<file path="config.mk">
export PLATFORM = sky130hd
export DESIGN_NAME = qspi_target
export DESIGN_NICKNAME = d
export VERILOG_FILES = /design/src/rtl/qspi_target.sv
export SDC_FILE = /design/constraint.sdc
export NUM_CORES = 1
export LEC_CHECK = 0
export BUFFER_PORTS_ARGS = -buffer_cell sky130_fd_sc_hd__buf_2
export CAP_MARGIN = 30
export CORE_UTILIZATION = 25
export DETAILED_ROUTE_END_ITERATION = 7
export GPL_ROUTABILITY_DRIVEN = 1
export HOLD_SLACK_MARGIN = 0.1
export SLEW_MARGIN = 20
export SYNTH_ARGS = -nofsm -noshare
export SYNTH_HDL_FRONTEND = slang
export SYNTH_SLANG_ARGS = --single-unit
</file>
<file path="constraint.sdc">
create_clock -name clk -period 3.4 [get_ports clk]
set_clock_uncertainty 0.15 [all_clocks]
set_input_delay 0.68 -clock clk [delete_from_list [all_inputs] [get_ports clk]]
set_output_delay 0.68 -clock clk [all_outputs]
set_load 0.01 [all_outputs]
</file>
<file path="src/rtl/qspi_target.sv">
// QSPI responder: oversamples the initiator's sck/chip selects/mosi and turns register and
// SMEM transactions into single-cycle local bus strobes, returning read data on miso.
module qspi_target #(
    parameter int          SYNC_STAGES  = 2,
    parameter int          TAT_CLKS     = 16,
    parameter logic [31:0] RD_FAIL_DATA = 32'hFFFF_FFFF
) (
    input  logic        clk,
    input  logic        resetn,
    input  logic        sck,
    input  logic        hcsn,
    input  logic        bcsn,
    input  logic [3:0]  mosi,
    output logic [3:0]  miso,
    output logic        miso_oe,
    output logic        bus_wr,
    output logic        bus_rd,
    output logic        bus_bank,
    output logic [31:0] bus_addr,
    output logic [31:0] bus_wdata,
    input  logic [31:0] bus_rdata,
    input  logic        bus_rvalid,
    output logic        evt_abort,
    output logic        evt_bad_opcode,
    output logic        evt_rd_timeout
);

    typedef enum logic [2:0] {
        IDLE   = 3'd0,
        OPCODE = 3'd1,
        ADDR   = 3'd2,
        WDATA  = 3'd3,
        TAT    = 3'd4,
        RDATA  = 3'd5,
        DONE   = 3'd6,
        IGNORE = 3'd7
    } state_t;

    localparam logic [4:0] TAT_LAST = 5'(TAT_CLKS);

    function automatic logic [31:0] bswap(input logic [31:0] v);
        return {v[7:0], v[15:8], v[23:16], v[31:24]};
    endfunction

    // Input synchronizers; chip selects reset to their inactive (high) level.
    logic [SYNC_STAGES-1:0]      sck_sr;
    logic [SYNC_STAGES-1:0]      hcsn_sr;
    logic [SYNC_STAGES-1:0]      bcsn_sr;
    logic [SYNC_STAGES-1:0][3:0] mosi_sr;

    always_ff @(posedge clk or negedge resetn) begin
        if (!resetn) begin
            sck_sr  <= '0;
            hcsn_sr <= '1;
            bcsn_sr <= '1;
            mosi_sr <= '0;
        end else begin
            sck_sr  <= {sck_sr[SYNC_STAGES-2:0], sck};
            hcsn_sr <= {hcsn_sr[SYNC_STAGES-2:0], hcsn};
            bcsn_sr <= {bcsn_sr[SYNC_STAGES-2:0], bcsn};
            mosi_sr <= {mosi_sr[SYNC_STAGES-2:0], mosi};
        end
    end

    logic       sck_s, hcsn_s, bcsn_s;
    logic [3:0] mosi_s;
    logic       sck_d, cs_d;
    logic       cs_active, cs_on, rise, fall;

    assign sck_s     = sck_sr[SYNC_STAGES-1];
    assign hcsn_s    = hcsn_sr[SYNC_STAGES-1];
    assign bcsn_s    = bcsn_sr[SYNC_STAGES-1];
    assign mosi_s    = mosi_sr[SYNC_STAGES-1];
    assign cs_active = ~hcsn_s | ~bcsn_s;
    assign cs_on     = cs_active & ~cs_d;
    assign rise      = sck_s & ~sck_d;
    assign fall      = ~sck_s & sck_d;

    always_ff @(posedge clk or negedge resetn) begin
        if (!resetn) begin
            sck_d <= 1'b0;
            cs_d  <= 1'b0;
        end else begin
            sck_d <= sck_s;
            cs_d  <= cs_active;
        end
    end

    state_t      state, state_nxt;
    logic [4:0]  cnt;
    logic [27:0] sr;
    logic        op_read, op_burst, widx;
    logic [31:0] addr;
    logic [31:0] w0, w1;
    logic        w0_ok, w1_ok;
    logic        rd_pend, rd_idx, rd2_req;
    logic [31:0] tx;

    logic        last8;
    logic [7:0]  op_in;
    logic [31:0] word_in;
    logic        op_known;

    // Wire word is MSB-first nybbles; the bus value is that register byte-reversed.
    assign last8    = (cnt == 5'd7);
    assign op_in    = {sr[6:0], mosi_s[0]};
    assign word_in  = bswap({sr, mosi_s});
    assign op_known = (op_in[7:2] == 6'b111010);

    always_ff @(posedge clk or negedge resetn) begin
        if (!resetn) state <= IDLE;
        else         state <= state_nxt;
    end

    always_comb begin
        state_nxt = state;
        if (state == IDLE) begin
            if (cs_on) state_nxt = OPCODE;
        end else if (!cs_active) begin
            state_nxt = IDLE;
        end else begin
            case (state)
                OPCODE: if (rise && last8) state_nxt = op_known ? ADDR : IGNORE;
                ADDR:   if (rise && last8) state_nxt = op_read ? TAT : WDATA;
                WDATA:  if (rise && last8 && (!op_burst || widx)) state_nxt = DONE;
                TAT:    if (fall && cnt == TAT_LAST) state_nxt = RDATA;
                RDATA:  if (rise && cnt == (op_burst ? 5'd15 : 5'd7)) state_nxt = DONE;
                default: state_nxt = state;
            endcase
        end
    end

    logic set_abort, set_bad_op, set_rd0, set_wr;
    logic ld_w0, ld_w1, shift_tx, drop_oe;

    always_comb begin
        set_abort  = 1'b0;
        set_bad_op = 1'b0;
        set_rd0    = 1'b0;
        set_wr     = 1'b0;
        ld_w0      = 1'b0;
        ld_w1      = 1'b0;
        shift_tx   = 1'b0;
        drop_oe    = 1'b0;
        if (state != IDLE && state != DONE && state != IGNORE && !cs_active) begin
            set_abort = 1'b1;
        end else begin
            case (state)
                OPCODE: set_bad_op = rise && last8 && !op_known;
                ADDR:   set_rd0    = rise && last8 && op_read;
                WDATA:  set_wr     = rise && last8;
                TAT:    ld_w0      = fall && (cnt == TAT_LAST);
                RDATA: begin
                    ld_w1    = fall && op_burst && (cnt == 5'd8);
                    shift_tx = fall && !(op_burst && (cnt == 5'd8));
                end
                DONE, IGNORE: drop_oe = fall;
                default: ;
            endcase
        end
    end

    // bus_rd is a one-cycle request; the single bus_rvalid that follows (any latency)
    // answers the oldest outstanding request, and is dropped when none is outstanding.
    always_ff @(posedge clk or negedge resetn) begin
        if (!resetn) begin
            cnt            <= '0;
            sr             <= '0;
            op_read        <= 1'b0;
            op_burst       <= 1'b0;
            widx           <= 1'b0;
            addr           <= '0;
            w0             <= '0;
            w1             <= '0;
            w0_ok          <= 1'b0;
            w1_ok          <= 1'b0;
            rd_pend        <= 1'b0;
            rd_idx         <= 1'b0;
            rd2_req        <= 1'b0;
            tx             <= '0;
            miso_oe        <= 1'b0;
            bus_wr         <= 1'b0;
            bus_rd         <= 1'b0;
            bus_bank       <= 1'b0;
            bus_addr       <= '0;
            bus_wdata      <= '0;
            evt_abort      <= 1'b0;
            evt_bad_opcode <= 1'b0;
            evt_rd_timeout <= 1'b0;
        end else begin
            bus_wr         <= 1'b0;
            bus_rd         <= 1'b0;
            evt_abort      <= set_abort;
            evt_bad_opcode <= set_bad_op;
            evt_rd_timeout <= 1'b0;

            if (rise) sr <= (state == OPCODE) ? {sr[26:0], mosi_s[0]} : {sr[23:0], mosi_s};

            if (state_nxt != state || set_wr)
                cnt <= '0;
            else if (rise && !(state == TAT && cnt == TAT_LAST))
                cnt <= cnt + 5'd1;

            if (state == IDLE && cs_on) begin
                bus_bank <= ~bcsn_s;
                widx     <= 1'b0;
                w0_ok    <= 1'b0;
                w1_ok    <= 1'b0;
            end
            if (state == OPCODE && state_nxt == ADDR) begin
                op_read  <= ~op_in[0];
                op_burst <= op_in[1];
            end
            if (state == ADDR && (state_nxt == TAT || state_nxt == WDATA)) addr <= word_in;

            if (set_rd0) begin
                bus_rd   <= 1'b1;
                bus_addr <= word_in;
                rd_pend  <= 1'b1;
                rd_idx   <= 1'b0;
            end
            if (set_wr) begin
                bus_wr    <= 1'b1;
                bus_addr  <= widx ? addr + 32'd4 : addr;
                bus_wdata <= word_in;
                widx      <= ~widx;
            end
            if (rd2_req) begin
                bus_rd   <= 1'b1;
                bus_addr <= addr + 32'd4;
                rd_pend  <= 1'b1;
                rd_idx   <= 1'b1;
                rd2_req  <= 1'b0;
            end
            if (bus_rvalid && rd_pend) begin
                rd_pend <= 1'b0;
                if (!rd_idx) begin
                    w0      <= bus_rdata;
                    w0_ok   <= 1'b1;
                    rd2_req <= op_burst;
                end else begin
                    w1    <= bus_rdata;
                    w1_ok <= 1'b1;
                end
            end

            // A word missing at its first fall is replaced; its response is then stale.
            if (ld_w0 || ld_w1) begin
                if (ld_w0) miso_oe <= 1'b1;
                if ((ld_w0 && w0_ok) || (ld_w1 && w1_ok)) begin
                    tx <= bswap(ld_w0 ? w0 : w1);
                end else begin
                    tx             <= bswap(RD_FAIL_DATA);
                    evt_rd_timeout <= 1'b1;
                    rd_pend        <= 1'b0;
                    rd2_req        <= 1'b0;
                end
            end
            if (shift_tx) tx <= {tx[27:0], 4'h0};
            if (drop_oe)  miso_oe <= 1'b0;

            if (state_nxt == IDLE) begin
                rd_pend <= 1'b0;
                rd2_req <= 1'b0;
                bus_rd  <= 1'b0;
                miso_oe <= 1'b0;
            end
        end
    end

    assign miso = miso_oe ? tx[31:28] : 4'h0;

endmodule

</file>
==> flow_metrics.env <==
export IMPL_status="complete, but fails checks"
export IMPL_violations="DRC"
export IMPL_slew_viol_final=0
export IMPL_dr_pass1_iters=7
export IMPL_synth_top_cell_area_share_pct=53.6
export IMPL_routed_wl_microns=30400
export IMPL_cts_htree_levels=1
export IMPL_clkTransAtPathRegs_ps=60
export IMPL_grt_pass1_vias=8186
export IMPL_area_delta_synth_final_pct=19.3
export IMPL_setup_viol_count_final=0
export IMPL_die_width_microns=220
export IMPL_cts_buffers=26
export IMPL_fmax_mhz=345
export IMPL_synth_edf_count=0
export IMPL_avgViaCountPerCell=4.62
export IMPL_slew_headroom_pct=39.6
export IMPL_wl_per_cell_microns=17.1
export IMPL_ant_nets=0
export IMPL_r2r_cells=7
export IMPL_core_rowCount=79
export IMPL_initial_utilization_pct=25.4
export IMPL_grt_max_degree=81
export IMPL_register_area_sq_mm=0.00649
export IMPL_min_period_over_period_pct=85.3
export IMPL_fill_cells=4729
export IMPL_worstPathArrival_ps=3170
export IMPL_cp_data_required_time_ps=3670
export IMPL_tritoncts="done"
export IMPL_startpoint_type="register"
export IMPL_layout_nets=1196
export IMPL_synth_top_area_cell="dfrtp_1"
export IMPL_insertion_delay_ps=560
export IMPL_synthTopCellsByArea="dfrtp_1 54%, mux2_2 9.4%, nand2_1 5.2%, mux2i_1 4.7%, mux2_4 3.8%"
export IMPL_r2r_slack_ps=500
export IMPL_vias=8227
export IMPL_critPathBufInv=1
export IMPL_r2r_start="state[2]"
export IMPL_cts_sinks=259
export IMPL_drt_iter0_drc=595
export IMPL_synth_async_reset_ratio_pct=100
export IMPL_crit_family="simple AND/OR/NAND/NOR gates"
export IMPL_ctsRootBufferMaster="clkbuf_16"
export IMPL_end_kind="register"
export IMPL_synth_fp_nets=1081
export IMPL_yosys_most_used_dff="dfrtp_1"
export IMPL_post_dp_cell_area_sq_mm=0.0132
export IMPL_dieArea_sq_mm=0.0485
export IMPL_syn_area_per_cell_sq_um=11.5
export IMPL_min_to="sck_sr[0]"
export IMPL_antenna_found_initial=1
export IMPL_hold_viol=0
export IMPL_yosysWarnings=0
export IMPL_max_cap_viol_count=0
export IMPL_gp_congestion=0.848
export IMPL_syn_area_sq_mm=0.0119
export IMPL_synthTopCellsByCount="255 x dfrtp_1, 166 x nand2_1, 99 x mux2_2, 56 x mux2i_1, 53 x o21ai_0"
export IMPL_fin_crit_ps=2900
export IMPL_drive_above_1_share_pct=28.2
export IMPL_drc=20
export IMPL_min_from="sck"
export IMPL_core_sq_mm=0.0468
export IMPL_cts_buffer_depth=3
export IMPL_worst_slew_pin_slew_ps=906
export IMPL_multi_input_area_sq_mm=0.00510
export IMPL_power_density_mw_per_mm2=481
export IMPL_cp_max_fo=32
export IMPL_max_stage_delay_ps=700
export IMPL_synth_cells=1036
export IMPL_overflow=0
export IMPL_setup_tns_ps=0
export IMPL_r2r_end="addr[0]"
export IMPL_peakVddDrop_v=0.000298
export IMPL_chipHeight_microns=220
export IMPL_ys_types=64
export IMPL_fin_area_sq_mm=0.0142
export IMPL_hp_class="input pin to register"
export IMPL_crit_path_cell_trace="nand4bb_1 > or3_1 > a2bb2oi_2 > and3_4 > a211oi_4 > buf_12 > mux2_2"
export IMPL_io_buffers=116
export IMPL_ys_ff_latch=259
export IMPL_pin_count=117
export IMPL_synth_seq_area_share_pct=54.5
export IMPL_rsz0062_at_grt="no"
export IMPL_whs_path_depth=1
export IMPL_dp_hpwl_microns=20700
export IMPL_grt_usage_pct=12.6
export IMPL_grt_pass1_wl_microns=48000
export IMPL_critPathKind="register to register"
export IMPL_p_leak_nw=6.92
export IMPL_critPathSlowestCell="dfrtp_1"
export IMPL_cts_setup_buffers=0
export IMPL_synth_most_common_cell="dfrtp_1"
[cells by family after synthesis]
group           after synthesis  synth area share [%]
compound gates              171                  9.63
xor+xnor                     33                  2.43
fa+ha+maj                     3                 0.316
buf+inv                      73                  2.81
flops                       259                  54.5
mux                         185                  17.9
simple gates                312                  12.4
[where the power goes]
group	switching, mW	leakage [nW]	internal, mW
Clock	1.22	0.432	1.78
Combinational	0.243	2.94	0.174
Sequential	0.214	3.55	3.20
Total	1.67	6.92	5.15
[sequential cells by signal, indices dropped and copies added, names as in the netlist, 5 cells and up]
register,flops
w0,32
sr,28
cnt,5
w1,32
tx,32
addr,32
bus_addr,32
bus_wdata,32
[worst max-delay path by stage]
stage | from | end | slack (ps) | depth (start not counted)
final | state[2] | addr[0] | 500 | 7
after global routing | state[2] | tx[16] | 330 | 7
after CTS | state[2] | addr[0] | 520 | 7
after detailed placement | cnt[0] | bus_addr[26] | 550 | 8
after global placement | state[2] | addr[0] | 590 | 7
after floorplan | cnt[0] | addr[10] | 800 | 10
[metal layers]
layer | track usage [%] | vias to the layer above | part of all wire [%]
met5 | 0 | - | 0
met4 | 2.74 | 0 | 1.6
met3 | 2.25 | 39 | 6.3
met2 | 19.6 | 211 | 45
met1 | 18.2 | 4082 | 47
li1 | - | 3895 | -
[repair_timing]
| action | 4_1_cts | 5_1_grt |
|---|---|---|
| endpoints found under the hold margin | 70 | 0 |
| gates resized for setup | 0 | 0 |
| hold buffers | 7 | 0 |
[metrics by stage]
step | utilization, % | power, mW | worst slack, ps | hold slack, ps | cells
6_report | 30.4 | 6.82 | 498 | 119 | 1779
5_1_grt | 30.4 | 7.10 | 326 | 111 | 1778
4_1_cts | 30.4 | 6.92 | 518 | 116 | 1778
3_5_place_dp | 28.3 | 3.89 | 551 | 186 | 1723
3_3_place_gp | 28.3 | 3.88 | 595 | 182 | 1722
2_1_floorplan | - | 3.62 | 800 | 181 | 1036
[final cells by class]
| type | instances | area share (%) |
|---|---|---|
| clock inverter | 6 | 0.820 |
| antenna | 1 | 0.0176 |
| tap | 607 | 5.35 |
| multi-input combinational | 704 | 35.9 |
| sequential | 259 | 45.7 |
| timing repair buffer | 150 | 6.52 |
| inverter | 10 | 0.264 |
| clock buffer | 42 | 5.43 |
[cell usage in the layout, fill, tap and decap left out, drive strengths merged, types with 17 or more instances in the layout]
master,netlist,final
nand3,17,17
a21oi,22,22
nor2,38,38
clkbuf,39,42
o2bb2ai,29,29
mux2,129,129
nand2,167,167
dfrtp,255,255
a31oi,22,22
xor2,18,18
o21ai,59,59
buf,24,143
mux2i,56,56
(Power assumes the default switching activity.)
